`src/rtl/voice_phase_sequencer.sv`:
```
// Time-multiplexed phase accumulator for all synth voices.
// One shared adder walks the voices per sample tick and streams phases out.
module voice_phase_sequencer #(
  parameter int NUM_VOICES = 24,
  parameter int PHASE_W    = 32,
  parameter int IDX_W      = 5
) (
  input  logic                  clk_in,
  input  logic                  rst_in,
  input  logic                  sample_tick_in,
  input  logic [NUM_VOICES-1:0] gate_in,
  input  logic                  cfg_we_in,
  input  logic [IDX_W-1:0]      cfg_addr_in,
  input  logic [PHASE_W-1:0]    cfg_data_in,
  output logic [PHASE_W-1:0]    phase_out,
  output logic [IDX_W-1:0]      voice_out,
  output logic                  valid_out,
  input  logic                  ready_in,
  output logic                  frame_done_out,
  output logic                  busy_out,
  output logic                  overrun_out
);

  typedef enum logic [1:0] {IDLE, SCAN, EMIT, DONE} state_t;

  localparam logic [IDX_W-1:0] LAST_IDX = IDX_W'(NUM_VOICES - 1);

  state_t               state, state_d;
  logic [IDX_W-1:0]     idx, idx_d, idx_nxt;
  logic [NUM_VOICES-1:0] gate_q;
  logic [PHASE_W-1:0]   phase_q [NUM_VOICES];
  logic [PHASE_W-1:0]   inc_q   [NUM_VOICES];
  logic                 load, clear, emit, adv, last;

  assign last           = (idx == LAST_IDX);
  assign idx_nxt        = idx + IDX_W'(1);
  assign busy_out       = (state != IDLE);
  assign frame_done_out = (state == DONE);

  always_comb begin
    state_d = state;
    idx_d   = idx;
    load    = 1'b0;
    clear   = 1'b0;
    emit    = 1'b0;
    adv     = 1'b0;
    unique case (state)
      IDLE: begin
        if (sample_tick_in) begin
          load    = 1'b1;
          idx_d   = '0;
          state_d = SCAN;
        end
      end
      SCAN: begin
        if (gate_q[idx]) begin
          emit    = 1'b1;
          state_d = EMIT;
        end else begin
          clear = 1'b1;
          if (last) state_d = DONE;
          else      idx_d   = idx_nxt;
        end
      end
      EMIT: begin
        if (valid_out && ready_in) begin
          adv = 1'b1;
          if (last) state_d = DONE;
          else begin
            idx_d   = idx_nxt;
            state_d = SCAN;
          end
        end
      end
      DONE:    state_d = IDLE;
      default: state_d = IDLE;
    endcase
  end

  always_ff @(posedge clk_in) begin
    if (rst_in) begin
      state       <= IDLE;
      idx         <= '0;
      gate_q      <= '0;
      phase_out   <= '0;
      voice_out   <= '0;
      valid_out   <= 1'b0;
      overrun_out <= 1'b0;
    end else begin
      state <= state_d;
      idx   <= idx_d;
      if (load) gate_q <= gate_in;
      if (emit) begin
        phase_out <= phase_q[idx];
        voice_out <= idx;
        valid_out <= 1'b1;
      end
      if (adv) valid_out <= 1'b0;
      // Ticks are never queued; a tick during any busy state is lost.
      if (sample_tick_in && state != IDLE) overrun_out <= 1'b1;
    end
  end

  always_ff @(posedge clk_in) begin
    if (rst_in) begin
      for (int i = 0; i < NUM_VOICES; i++) phase_q[i] <= '0;
    end else if (clear) begin
      phase_q[idx] <= '0;
    end else if (adv) begin
      phase_q[idx] <= phase_q[idx] + inc_q[idx];
    end
  end

  always_ff @(posedge clk_in) begin
    if (rst_in) begin
      for (int i = 0; i < NUM_VOICES; i++) inc_q[i] <= '0;
    end else if (cfg_we_in && cfg_addr_in <= LAST_IDX) begin
      inc_q[cfg_addr_in] <= cfg_data_in;
    end
  end

endmodule

```
`config.mk`:
```
export PLATFORM = sky130hd
export DESIGN_NAME = voice_phase_sequencer
export DESIGN_NICKNAME = d
export VERILOG_FILES = /design/src/rtl/voice_phase_sequencer.sv
export SDC_FILE = /design/constraint.sdc
export NUM_CORES = 2
export LEC_CHECK = 0
export ABC_AREA = 1
export CAP_MARGIN = 5
export CORE_ASPECT_RATIO = 1.5
export CORE_MARGIN = 2
export CORE_UTILIZATION = 25
export DETAILED_ROUTE_END_ITERATION = 7
export HOLD_SLACK_MARGIN = 0.15
export PLACE_DENSITY = 0.37
export RECOVER_POWER = 50
export SYNTH_ARGS = -nofsm -noshare
export SYNTH_HDL_FRONTEND = slang
export SYNTH_SLANG_ARGS = --single-unit
```
`constraint.sdc`:
```
create_clock -name clk_in -period 9.73 [get_ports clk_in]
set_input_delay 1.946 -clock clk_in [delete_from_list [all_inputs] [get_ports clk_in]]
set_output_delay 1.946 -clock clk_in [all_outputs]
set_load 0.05 [all_outputs]
```
==> impl_metrics.py <==
metrics = {
    "placed_design": {
        "hpwl_mm": 215,
        "portBuffers": 106,
        "dpl_cell_area_mm2": 0.0995,
        "routabilityCongestion": 0.839,
    },
    "finish": {
        "mostFrequentLayoutCells": "nor2_1 (2,816), edfxtp_1 (2,048), o21ai_0 (1,226)",
        "area_growth_pct": 15.2,
        "nFillCells": 38400,
        "fin_nets": 8898,
        "final_area_mm2": 0.106,
        "seqCellArea_mm2": 0.0630,
        "multi_input_area_mm2": 0.0271,
        "mostFrequentLayoutCell": "nor2_1",
        "drive_gt1_frac": 0.0617,
    },
    "setup_path": {
        "crit_arrival_ns": 8.85,
        "worstReg2RegEnd": "phase_q[4][27]$_SDFFCE_PN0P_",
        "start_kind": "primary input",
        "path_max_fanout": 35,
        "end_kind": "flop",
        "crit_end": "phase_q[6][27]$_SDFFCE_PN0P_",
        "crit_chain": "dlygate4sd3_1 -> clkinvlp_2 -> clkbuf_1 -> nand2_1 -> buf_4",
        "crit_slowest_cell": "clkbuf_1",
        "r2r_setup_slack_ns": 1.88,
        "critPathKind": "in -> reg",
        "r2r-start": "idx[0]$_SDFFE_PP0P_",
        "max_stage_delay_ns": 2.80,
        "cp-startpoint": "rst_in",
        "ff2ff_path_depth": 13,
        "crit_required_ns": 10.33,
    },
    "status": {
        "failed_checks": "capacitance limit, slew limit",
        "status": "complete, but fails checks",
    },
    "detailed_routing": {
        "drt-initial-drc-count": 5340,
        "wl_per_cell_um": 27.4,
        "vias": 68100,
        "viasPerCell": 4.93,
        "ant_nets": 0,
        "drc": 0,
        "drtPass1Iterations": 5,
        "drt_wl_total_mm": 378,
    },
    "logic_synthesis": {
        "yosysWarnings": 0,
        "synthSimpleGateAreaFrac": 0.161,
        "yosysSeqAreaShare": 0.682,
        "synth_edf_count": 2048,
        "synthCells": 8755,
        "synth_cell_types": 51,
        "synthMuxAreaShare": 0,
        "synthFlopType": "edfxtp_1",
        "yosys.area.top_type": "edfxtp_1",
        "syn_area_mm2": 0.0923,
        "synth_fa_ha_area_frac": 0.00550,
        "postSynthAreaPerCell_um2": 10.5,
        "synth_async_sr_flop_share": 0,
        "yosys_register_bits": 2123,
        "synth_xor_area_frac": 0.00133,
        "synth_top_family_by_area": "simple AND/OR/NAND/NOR gates",
        "yosysTopAreaCellShare": 0.666,
        "synth_area_leaders": "edfxtp_1 (67%), nor2_1 (11%), o21ai_0 (6.7%), o22ai_1 (3.2%), nand2_1 (2.8%)",
        "synth_compound_area_frac": 0.111,
    },
    "sta": {
        "slew_headroom": -1.62,
        "rsz0062_at_grt": "false",
        "worstMarginPinSlew_ns": 3.93,
        "maxSlewViolCount": 1388,
        "fin_worst_hold_slack_ns": 0.465,
        "hold_viol": 0,
        "finalCriticalPeriod_ns": 8.25,
        "setup-tns-final_ns": 0,
        "clock.fmax_mhz": 121,
        "fin_crit_sh": 0.848,
        "setup_violations": 0,
        "clock_skew_ns": 0.0586,
    },
    "global_routing": {
        "grt_max_degree": 169,
        "grt-ovfl-total": 0,
        "busiest_layer": "met2",
        "grt_pass1_wl_mm": 530,
        "grt_use_met3": 0.0179,
        "grt_util_met1": 0.235,
        "antenna_found_initial": 25,
        "met2_usage": 0.365,
        "first_global_vias": 68100,
        "grt.total_usage": 0.197,
    },
    "job": {
        "max_cap_viol_count": 47,
    },
    "clocking": {
        "root_buffer": "clkbuf_16",
        "worst_skew_pair.late_latency_ns": 0.94,
        "post_cts_resized": 0,
        "clock_path_buffers": 4,
        "ctsHtreeMaxLevel": 4,
        "cts_buffers": 233,
        "postCtsSetupRepairBufs": 0,
        "ctsHoldBuffers": 0,
        "clkSlewWorstSetupHoldPaths_ns": 0.06,
        "clkSinkCount": 2123,
        "cts_tree": "done",
    },
    "floorplan": {
        "die_y_um": 748,
        "std_cell_rows": 273,
        "core-area_mm2": 0.368,
        "die_x_um": 500,
        "start_util": 0.251,
        "ioPinCount": 107,
        "dieArea_mm2": 0.374,
    },
    "worst_hold_path": {
        "min_from": "overrun_out$_SDFFE_PP0P_",
        "holdCritPathClass": "reg -> reg",
    },
    "power": {
        "peakVddDrop_uv": 159,
        "p_leak_nw": 37.5,
        "p_per_area_mw_per_mm2": 258,
    },
}
==> routing by layer <==
layer | up-vias | share of wire
met3 | 550 | 0.038
met1 | 35300 | 0.40
met2 | 1792 | 0.52
met4 | 2 | 0.041
li1 | 30400 | -
met5 | - | 0.000034
==> state kept, by name (all words and copies together), names as in the netlist, named ones only <==
name,flops
state,2
idx,5
gate_q,24
voice_out,5
phase_q,1024
overrun_out,1
inc_q,1024
valid_out,1
phase_out,32
==> cell type report <==
type | count | area share
Inverter | 124 | 0.00466
Timing Repair Buffer | 299 | 0.0250
Antenna cell | 9 | 0.000212
Sequential cell | 2123 | 0.592
Clock buffer | 304 | 0.0581
Clock inverter | 119 | 0.00844
Multi-Input combinational cell | 6011 | 0.255
Tap cell | 4812 | 0.0566
==> how the worst min path moves through the flow <==
stage | endpoint | slack, ns | cells past startpoint
global placement | overrun_out$_SDFFE_PP0P_ | 0.45 | 2
detailed placement | overrun_out$_SDFFE_PP0P_ | 0.46 | 2
floorplan | gate_q[1]$_SDFFE_PP0P_ | 0.45 | 2
CTS | overrun_out$_SDFFE_PP0P_ | 0.47 | 2
finish | overrun_out$_SDFFE_PP0P_ | 0.46 | 2
global route | overrun_out$_SDFFE_PP0P_ | 0.49 | 2
==> power breakdown <==
group / switching [mW] / internal (mW)
sequential: 0.232 / 10.5
clock: 3.84 / 4.78
combinational: 5.98 / 2.14
total: 10.0 / 17.4
==> kinds of logic (layout without fill, tap and decap cells) <==
family | Yosys count | after routing
XOR/XNOR | 14 | 14
AO/OA/AOI/OAI | 1874 | 1874
other | 1 | 265
flip-flops | 2123 | 2123
AND/OR/NAND/NOR | 3827 | 3827
adder cells (fa/ha/maj) | 40 | 40
buffers and inverters | 876 | 846
==> metrics by stage <==
| stage | setup WS (ns) | total power [mW] | util | cells |
|---|---|---|---|---|
| finish | 1.48 | 27.5 | 0.289 | 13800 |
| global route | 1.48 | 28.7 | 0.289 | 13800 |
| CTS | 3.16 | 27.8 | 0.290 | 13800 |
| detailed placement | 3.15 | 19.1 | 0.270 | 13400 |
| global placement | 3.25 | 19.1 | 0.270 | 13400 |
| floorplan | 5.27 | 15.8 | - | 9010 |
==> worst max-delay path: cells and delay by family <==
family                 cells  cell delay (ns)
buffers and inverters      4             5.01
and+or+nand+nor            1             1.68
==> cell usage after synthesis, types with 2 or more instances <==
cell type  number
nand3_1       249
ha_1           39
nand3_4         4
o21ai_1         3
nand3_2         3
buf_4           3
nand4_1         9
nor2_1       2822
o22ai_1       474
or2_2          11
a31oi_1         3
dfxtp_1        75
edfxtp_1     2048
o21a_1          3
inv_2           4
nand2_2         2
nor3_1         23
nor2_4          2
o21ai_0      1228
xor2_1          5
buf_2         164
a21oi_1        83
a21o_1          4
clkbuf_1      534
inv_1         119
o21bai_1        4
nand2_1       688
buf_1          50
or2_1           4
o221ai_1       59
o31ai_1         3
a32o_1          4
xnor2_1         9
nand3b_1        3
Power figures use the tool's default switching activity.
